### src/rtl/masked_pkg.sv
// Shared helpers for the masked ISW AND gadget: random-pair indexing
// and pipeline depth.
package masked_pkg;

   localparam int LATENCY = 3;

   // Fresh random bits needed per lane for a given share count.
   function automatic int nrand(input int shares);
      return shares * (shares - 1) / 2;
   endfunction

   // Index of pair (i,j), i<j, into the randomness vector.
   function automatic int pair_idx(input int i, input int j);
      return j * (j - 1) / 2 + i;
   endfunction

endpackage

### src/rtl/isw_lane.sv
// One bit-lane of the ISW AND gadget: cross-product, compression and
// output registers.
// Ports: clk, reset (async active-low), adv (global advance),
//        acc (load new shares), a/b/r (lane shares and randomness),
//        c (registered output shares).
module isw_lane
   import masked_pkg::*;
#(
   parameter int SHARES = 5,
   parameter int NR     = 10
) (
   input  logic              clk,
   input  logic              reset,
   input  logic              adv,
   input  logic              acc,
   input  logic [SHARES-1:0] a,
   input  logic [SHARES-1:0] b,
   input  logic [NR-1:0]     r,
   output logic [SHARES-1:0] c
);

   logic [NR-1:0]     za_n, zb_n;
   logic [NR-1:0]     za_q, zb_q, rq1_q;
   logic [NR-1:0]     z_q, rq2_q;
   logic [SHARES-1:0] d1_q, d2_q, c_n;

   // Each pair's two cross products go to separate registers so they
   // are never combined before a register boundary.
   always_comb begin
      za_n = '0;
      zb_n = '0;
      for (int j = 1; j < SHARES; j++) begin
         for (int i = 0; i < j; i++) begin
            za_n[pair_idx(i, j)] = r[pair_idx(i, j)] ^ (a[i] & b[j]);
            zb_n[pair_idx(i, j)] = a[j] & b[i];
         end
      end
   end

   // Row i takes the raw random bit of each pair it owns (j>i) and the
   // refreshed sum of each pair owned by an earlier row (j<i).
   always_comb begin
      c_n = d2_q;
      for (int j = 1; j < SHARES; j++) begin
         for (int i = 0; i < j; i++) begin
            c_n[i] = c_n[i] ^ rq2_q[pair_idx(i, j)];
            c_n[j] = c_n[j] ^ z_q[pair_idx(i, j)];
         end
      end
   end

   always_ff @(posedge clk or negedge reset) begin
      if (!reset) begin
         za_q  <= '0;
         zb_q  <= '0;
         rq1_q <= '0;
         d1_q  <= '0;
         z_q   <= '0;
         rq2_q <= '0;
         d2_q  <= '0;
         c     <= '0;
      end else if (adv) begin
         // Bubbles load zero so no stale shares linger in stage 1.
         if (acc) begin
            za_q  <= za_n;
            zb_q  <= zb_n;
            rq1_q <= r;
            d1_q  <= a & b;
         end else begin
            za_q  <= '0;
            zb_q  <= '0;
            rq1_q <= '0;
            d1_q  <= '0;
         end
         z_q   <= za_q ^ zb_q;
         rq2_q <= rq1_q;
         d2_q  <= d1_q;
         c     <= c_n;
      end
   end

endmodule

### src/rtl/masked_and_isw_pipe.sv
// Order-ORDER ISW masked AND over WIDTH bit-sliced lanes with a
// valid/ready stream and a randomness-valid qualifier.
// Ports: clk, reset (async active-low), port_a/port_b (share i at
//        [i*WIDTH +: WIDTH]), port_r (pair k at [k*WIDTH +: WIDTH]),
//        in_valid, rand_valid, in_ready, port_c, out_valid, out_ready.
module masked_and_isw_pipe
   import masked_pkg::*;
#(
   parameter int ORDER = 4,
   parameter int WIDTH = 1
) (
   input  logic                          clk,
   input  logic                          reset,
   input  logic [(ORDER+1)*WIDTH-1:0]    port_a,
   input  logic [(ORDER+1)*WIDTH-1:0]    port_b,
   input  logic [nrand(ORDER+1)*WIDTH-1:0] port_r,
   input  logic                          in_valid,
   input  logic                          rand_valid,
   output logic                          in_ready,
   output logic [(ORDER+1)*WIDTH-1:0]    port_c,
   output logic                          out_valid,
   input  logic                          out_ready
);

   localparam int SHARES = ORDER + 1;
   localparam int NRAND  = nrand(SHARES);

   logic adv, acc;
   logic v1, v2;

   // One global advance: bubbles are not squeezed out under stall.
   assign adv      = !out_valid || out_ready;
   assign in_ready = adv;
   assign acc      = in_valid && rand_valid && adv;

   always_ff @(posedge clk or negedge reset) begin
      if (!reset) begin
         v1        <= 1'b0;
         v2        <= 1'b0;
         out_valid <= 1'b0;
      end else if (adv) begin
         v1        <= acc;
         v2        <= v1;
         out_valid <= v2;
      end
   end

   for (genvar w = 0; w < WIDTH; w++) begin : g_lane
      logic [SHARES-1:0] la, lb, lc;
      logic [NRAND-1:0]  lr;

      for (genvar i = 0; i < SHARES; i++) begin : g_sh
         assign la[i]             = port_a[i*WIDTH+w];
         assign lb[i]             = port_b[i*WIDTH+w];
         assign port_c[i*WIDTH+w] = lc[i];
      end

      for (genvar k = 0; k < NRAND; k++) begin : g_rnd
         assign lr[k] = port_r[k*WIDTH+w];
      end

      isw_lane #(
         .SHARES (SHARES),
         .NR     (NRAND)
      ) u_lane (
         .clk   (clk),
         .reset (reset),
         .adv   (adv),
         .acc   (acc),
         .a     (la),
         .b     (lb),
         .r     (lr),
         .c     (lc)
      );
   end

endmodule

### config.mk
export PLATFORM = sky130hd
export DESIGN_NAME = masked_and_isw_pipe
export DESIGN_NICKNAME = d
export VERILOG_FILES = /design/src/rtl/masked_pkg.sv /design/src/rtl/isw_lane.sv /design/src/rtl/masked_and_isw_pipe.sv
export SDC_FILE = /design/constraint.sdc
export NUM_CORES = 1
export LEC_CHECK = 0
export CAP_MARGIN = 20
export CORE_UTILIZATION = 60
export DETAILED_ROUTE_END_ITERATION = 8
export GPL_ROUTABILITY_DRIVEN = 0
export MAX_ROUTING_LAYER = met4
export PLACE_DENSITY_LB_ADDON = 0.15
export SYNTH_ARGS = -nofsm -noshare
export SYNTH_HDL_FRONTEND = slang
export SYNTH_HIERARCHICAL = 1
export SYNTH_SLANG_ARGS = --single-unit
### constraint.sdc
create_clock -name clk -period 2.75 [get_ports clk]
set_input_delay 0.55 -clock clk [delete_from_list [all_inputs] [get_ports clk]]
set_output_delay 0.55 -clock clk [all_outputs]
set_load 0.1 [all_outputs]
Yosys cells after proc, flatten, opt, wreduce, memory -nomap -nowiden
Index checks and enable logic that the tools add are counted.
Storage, ports and cells
  register bits after elaboration: 68
  input bits: 25
Operators by class
  mux-type cells: 4
  bitwise operators: 52
  reductions and logical operators: 4
Operators by type and width (count)
  $mux 10: 3
  $xor 1x1->1: 30
  $and 1x1->1: 20
  $xor 10x10->10: 1
  $and 5x5->5: 1
  $mux 5: 1
  $logic_and 1x1->1: 2
  $logic_not 1->1: 1
  $logic_or 1x1->1: 1

Logic depth before layout (Yosys ltp)
Gate-level depths: netlist of run 1.
  depth after elaboration: 4
  mapped depth: 6
  mapped depth without buffers: 4

Hierarchy
Netlist of run 1, hierarchy kept.
By module, submodules not included
  isw_lane: instances 1, cells each 253, area each 2866.5 µm²
  masked_and_isw_pipe: instances 1, cells each 10, area each 135.1 µm²

Worst setup path before layout of run 1
Ideal clock, no wire load.
  path type: register to register
  from: register out_valid
  to: register g_lane[0].u_lane.c[4]
  setup time: 0.126 ns
  data arrival time: 2.099 ns
  path slack: 0.524 ns
  cell stages (with the launch flop): 5
  path buffers: 2
  path through: dfrtp_1 nand2b_4 buf_2 buf_2 mux2_4
On the way
  cells in the longest elaborated chain, start to end: 2
Ends and longest elaborated chain
  start: declaration: RTL line masked_and_isw_pipe.sv:21  | output logic out_valid,
  start signal: assignment: RTL line masked_and_isw_pipe.sv:44  | out_valid <= v2;
  $logic_not 1->1: RTL line masked_and_isw_pipe.sv:32  | assign adv = !out_valid || out_ready;
  $logic_or 1x1->1: RTL line masked_and_isw_pipe.sv:32
  net in_ready: RTL line masked_and_isw_pipe.sv:19  | output logic in_ready,
  end signal: assignment: RTL line isw_lane.sv:78  | c <= c_n;
  end: declaration: RTL line isw_lane.sv:19  | output logic [SHARES-1:0] c
The timed path passes the listed nets, and every way through them passes these cells.
A chain may end at the register's enable or synchronous reset.

Final worst setup path of run 1
  from: input out_ready
  to: output in_ready
On the way
  cells in the longest elaborated chain, start to end: 1
Ends and longest elaborated chain
  start: declaration: RTL line masked_and_isw_pipe.sv:22  | input logic out_ready
  $logic_or 1x1->1: RTL line masked_and_isw_pipe.sv:32
  end: declaration: RTL line masked_and_isw_pipe.sv:19
Every way passes these cells.

==> results of run 1 <==
synth_stat cells:
cell,n
clkbuf_1,3
nor2_1,10
xor2_1,12
nand2_1,21
nor2b_1,1
nand2b_4,1
o22ai_1,25
buf_2,9
inv_1,36
dfrtp_1,68
o21ai_0,10
mux2_2,19
nand3_1,10
a21oi_1,10
mux2i_1,1
or2b_1,1
mux2_4,2
nand2_2,1
xor2_2,3
xnor2_1,15
xnor3_1,5
power groups by stage:
stage / combinational (uW) / clock [uW] / sequential [uW]
after floorplan: 417 / 0 / 1520
after global placement: 909 / 0 / 1240
after detailed placement: 920 / 0 / 1250
after CTS: 927 / 913 / 1230
after global routing: 976 / 946 / 1240
final: 920 / 886 / 1230
state kept, by name (all words and copies together) (netlist names), 5 cells and up:
name	count
g_lane.u_lane/c	5
g_lane.u_lane/d1_q	5
g_lane.u_lane/d2_q	5
g_lane.u_lane/rq1_q	10
g_lane.u_lane/rq2_q	10
g_lane.u_lane/z_q	10
g_lane.u_lane/za_q	10
g_lane.u_lane/zb_q	10
final timing paths:
path,startpoint,to,depth (start not counted)
max in group asynchronous,reset,g_lane[0].u_lane/d1_q[1],2
setup reg to reg,out_valid,g_lane[0].u_lane/zb_q[0],5
hold / removal,reset,out_valid,1
setup / recovery,out_ready,in_ready,3
min in group clk,v2,out_valid,1
hold reg to reg,v2,out_valid,1
stage by stage:
step	std cells	setup slack, ns	instance area [um^2]	power (uW)
6_report	369	0.843	3600	3030
3_5_place_dp	353	0.619	3380	2170
4_1_cts	369	0.840	3600	3070
3_3_place_gp	353	0.692	3380	2150
2_1_floorplan	263	0.524	3000	1940
5_1_grt	369	0.831	3600	3160
cell type report:
type                            instances  area [um^2]  area share [%]
Timing Repair Buffer                   35          355            9.87
Tap cell                               67         83.8            2.33
Inverter                               36          135            3.75
Clock buffer                           11          141            3.93
Clock inverter                          5         75.1            2.08
Multi-Input combinational cell        147         1110            30.8
Sequential cell                        68         1700            47.3
cell families after synthesis:
| family | synth area share, % |
|---|---|
| buffers and inverters | 6.38 |
| muxes | 8.46 |
| xor gates and xnor gates | 13.3 |
| DFF | 56.7 |
| AOI/OAI and AO/OA | 8.55 |
| and+or+nand+nor | 6.67 |
layer usage:
| metal | up-vias | global-route usage (%) | part of all wire [%] |
|---|---|---|---|
| met2 | 40 | 39.7 | 50 |
| met4 | 0 | 11.1 | 1.7 |
| met1 | 941 | 31.1 | 44 |
| met3 | 9 | 5.80 | 3.8 |
| met5 | - | - | 0 |
| li1 | 926 | - | - |
==> summary.txt, run 1 <==
Global route
  – Initial antenna violation count: 0
  – Remaining Overflow, GRT: 0
  – Largest net degree at the start of global routing: 62
  – Number of global-route vias before repair: 1969
  – GRT Total Usage: roughly a quarter
  – First-pass GRT wire length: 9.22 mm

Critical path
  – Worst stage delay on the critical path: 0.46 ns
  – Worst-path cell chain: clkdlybuf4s50_1 > nand2b_4 > buf_12
  – WP data required: 2.20 ns
  – CP delay by family, top: buffers and inverters
  – Critical path capture point type: primary output
  – Critical setup path kind: in -> out
  – CP Data Arrival Time: about 1.4 ns
  – Element type at the critical path start: input pin
  – Slowest cell on crit path: clkdlybuf4s50_1
  – CP bufs+invs: 2
  – Reg2Reg Setup Slack: between 1 and 1.5 ns
  – Max FO, Critical Path: 4

Placed design
  – DPL Wire Length: about 3.7 mm
  – Port Buffers: 31

Yosys
  – Yosys top cell area share: 56.7%
  – Seq/Total Area, Yosys: 56.7%
  – Post-synth top area cell: dfrtp_1
  – Syn. warnings: 6
  – FF+latch count, synth: slightly below 70
  – Synth unique cells: 21
  – Cells after Synth: roughly 260
  – Syn nets: ~290
  – Synth Cell Area: 0.00300 mm^2
  – Avg Synthesized Cell Area: 11.4 um^2
  – Area contributors post-synth: dfrtp_1, mux2_2, o22ai_1

Power
  – Sequential power share: 40.4%
  – Max IR drop VDD: 0.000649 V
  – Switching pwr: 1010 uW
  – P per Cell Area: 842 mW/mm^2
  – Net Sw Frac: 33.3%
  – Logic pwr share: 30.3%
  – Int Pwr: 2020 uW
  – Clock power frac: roughly 29%
  – Leakage power: between 0.0015 and 0.002 uW

Worst hold path
  – Hold Crit Class: in -> async

Timing
  – Ratio of final minimum period to clock period: 69.3%
  – Final hold vios: 0
  – Unrepaired setup endpoints after global routing: no
  – Max transition margin: a little over half
  – Min Tclk post-route: 1.91 ns
  – Fmax: 524 MHz
  – Transition time of the tightest slew-check pin: 0.694 ns
  – Setup violators final: 0
  – Setup Skew: 0.00610 ns
  – WHS: around 0.25 ns
  – Setup TNS: 0 ns
  – Fin. max-slew vios: 0

Routing
  – Initial DRC Count: 92
  – First-pass iteration count of the detailed router: 4
  – Routed wire per std cell: 15.0 um
  – WL final: 5.55 mm
  – Number of routed nets with antenna violations: 0
  – Remaining DRCs: 0
  – Routed vias: about 1.9k
  – Via-to-Cell Ratio: 5.19

Clock tree
  – CTS buffer count: 9
  – Setup Buffers After CTS: 0
  – Clock buffer depth: 2
  – Clock Latency Late Sink: 0.33 ns
  – Clock-pin slew on the worst setup and hold paths: 0.07 ns
  – Clk sinks: 68
  – Post-cts resize count: 0
  – TritonCTS clock tree: built
  – Root buf cell: clkbuf_8
  – CTS H-tree lvls: 3
  – CTS Hold Bufs: 0

Die
  – Die height: roughly 73 um
  – Starting Density: between 60% and 70%
  – Die X: 72.7 um
  – Core Region: 0.00475 mm^2
  – Rows: 25
  – Die Area: 0.00529 mm^2
  – IO Pins: 32

Status
  – Status: finished, final reports clean

Layout
  – Commonest non-fill, non-tap cell in the layout: dfrtp_1
  – Layout cells sized above 1: between 10% and 20%
  – Final Util: 75.7%
  – Nets: 322
  – FILL cells: 339
  – ANT cells: 0
  – Area Growth Syn to Fin: 20.0%
  – Most frequent cells in the layout: dfrtp_1, inv_1, o22ai_1, clkdlybuf4s50_1, nand2_1

Job
  – Max Cap Violations: 0
Power figures use the tool's default switching activity.
==> run 2, diff against run 1 <==
- CORE_UTILIZATION: 60 -> 50
- clock period: 2.75 -> 1.7 ns (I/O delays scaled with it)
==> run 2 against run 1 <==
  * Largest cell class unchanged
  * Count of clock-buffer cells in the layout up 1
  * Sequential power is 65% higher
  * Total power grew 68%
  * Clock power rose by 47%
==> summary.txt, run 2 (same netlist as run 1, synthesis figures left out) <==
Status
  – Status: finished, final reports clean

Critical path
  – Worst stage delay on the critical path: 0.50 ns
  – Slowest cell on crit path: dfrtp_4
  – Reg2Reg Setup Slack: approximately 0.24 ns
  – CP delay by family, top: flip-flops
  – Max FO, Critical Path: 4
  – CP Depth: 3
  – WP data required: 1.36 ns
  – Reg-to-reg endpoint: g_lane[0].u_lane/zb_q[1]
  – CP bufs+invs: 2
  – Critical setup path kind: reg -> out
  – Critical path capture point type: primary output
  – Element type at the critical path start: flop
  – Worst-path cell chain: nand2b_4 > buf_4 > buf_12
  – Reg2Reg Launch Point: out_valid
  – Number of cells on the worst reg-to-reg path: 6
  – CP Data Arrival Time: between 1 and 1.5 ns

Layout
  – Area Growth Syn to Fin: 26.1%
  – Layout cells sized above 1: 19.7%
  – Commonest non-fill, non-tap cell in the layout: dfrtp_1
  – Final Cell Area: 0.00378 mm^2
  – FILL cells: approximately 440
  – ANT cells: 0
  – Most frequent cells in the layout: dfrtp_1, inv_1, o22ai_1, clkdlybuf4s50_1, nand2_1
  – Nets: 332
  – Non-filler cells, final: 382
  – Final Util: 67.1%

Routing
  – Via-to-Cell Ratio: 5.05
  – Routed vias: 1929
  – First-pass iteration count of the detailed router: 4
  – Number of routed nets with antenna violations: 0
  – Initial DRC Count: 80
  – Routed wire per std cell: 14.6 um
  – WL final: 5.58 mm
  – Remaining DRCs: 0

Placed design
  – Inst Count DP: 366
  – Area post-placement: about 0.0036 mm^2
  – DPL Wire Length: about 4 mm
  – Port Buffers: 31
  – DP Worst Slack: -0.0245 ns

Timing
  – Transition time of the tightest slew-check pin: approximately 0.31 ns
  – Setup Skew: between 0.006 and 0.007 ns
  – Ratio of final minimum period to clock period: a little over 90%
  – Fmax: 636 MHz
  – Setup violators final: 0
  – Final hold vios: 0
  – Min Tclk post-route: ~1.6 ns
  – Fin. max-slew vios: 0
  – Max transition margin: 79.1%
  – Unrepaired setup endpoints after global routing: no
  – Final worst slack: 0.129 ns

Global route
  – Largest net degree at the start of global routing: 42
  – Remaining Overflow, GRT: 0
  – Number of global-route vias before repair: 2026
  – GRT Total Usage: around a fifth
  – Initial antenna violation count: 0
  – First-pass GRT wire length: between 9 and 10 mm

Clock tree
  – Root buf cell: clkbuf_8
  – Clk sinks: 68
  – CTS buffer count: 9
  – Clock-pin slew on the worst setup and hold paths: ~0.06 ns
  – Clock buffer depth: 2
  – CTS H-tree lvls: 3
  – Post-cts resize count: 0
  – TritonCTS clock tree: built
  – Clock Latency Late Sink: 0.34 ns

Die
  – Rows: 27
  – Die height: 79.5 um
  – IO Pins: 32
  – Starting Density: 53.2%
  – Die Area: 0.00632 mm^2
  – Die X: 79.5 um
  – Core Region: 0.00564 mm^2

Job
  – Max Cap Violations: 0

Power
  – Leakage power: 0.00175 uW
  – P per Cell Area: roughly 1300 mW/mm^2
  – Design Power: 5090 uW
  – Max IR drop VDD: 0.000874 V

Worst hold path
  – Hold Crit Class: in -> async
run 2: area by class of cell:
class / instances / area, um^2 / share of cell area [%]
flip-flops and latches: 68 / 1710 / 45.1
multi-input cells: 147 / 1130 / 29.9
repair buffers: 45 / 533 / 14.1
clock buffers: 12 / 155 / 4.10
inverters: 36 / 135 / 3.57
well taps: 72 / 90.1 / 2.38
clock inverters: 2 / 35.0 / 0.926
run 2: worst max path at each step:
stage | from | slack (ns) | endpoint
2_1_floorplan | out_valid | -0.04 | g_lane[0].u_lane/rq2_q[2]
3_3_place_gp | out_ready | 0.03 | g_lane[0].u_lane/zb_q[0]
3_5_place_dp | out_ready | -0.02 | g_lane[0].u_lane/d1_q[3]
4_1_cts | out_valid | 0.02 | in_ready
5_1_grt | out_valid | 0.09 | in_ready
6_report | out_valid | 0.13 | in_ready
run 2: routing by layer:
metal	GRT usage [%]	share of wire, %	up-vias
met4	10.4	2.0	0
met1	28.4	47	934
met5	-	0	-
met3	3.77	2.8	13
met2	31.6	48	36
li1	-	-	946
run 2: worst reg2reg max path: cells and delay by family (launching register included):
kind            cells  cell delay [ns]
compound gates      1             0.13
simple gates        3             0.37
buf+inv             2             0.37
flops               1             0.50
run 2: report_power, final:
| part | switching [uW] | internal, uW | leakage [uW] |
|---|---|---|---|
| registers | 184 | 1850 | 0.000908 |
| clock network | 559 | 740 | 0.0000983 |
| logic | 934 | 828 | 0.000742 |
| total | 1680 | 3420 | 0.00175 |
run 2: timing repair:
action	4_1_cts	5_1_grt
endpoints found under the hold margin	9	0
buffers inserted	0	1
endpoints found under the setup margin	0	1
hold buffers	1	0
run 2: through the flow:
stage               TNS [ns]  hold slack (ns)
floorplan             -0.345           0.0444
global placement           0            0.251
detailed placement   -0.0540            0.254
CTS                        0            0.434
global route               0            0.457
finish                     0            0.432
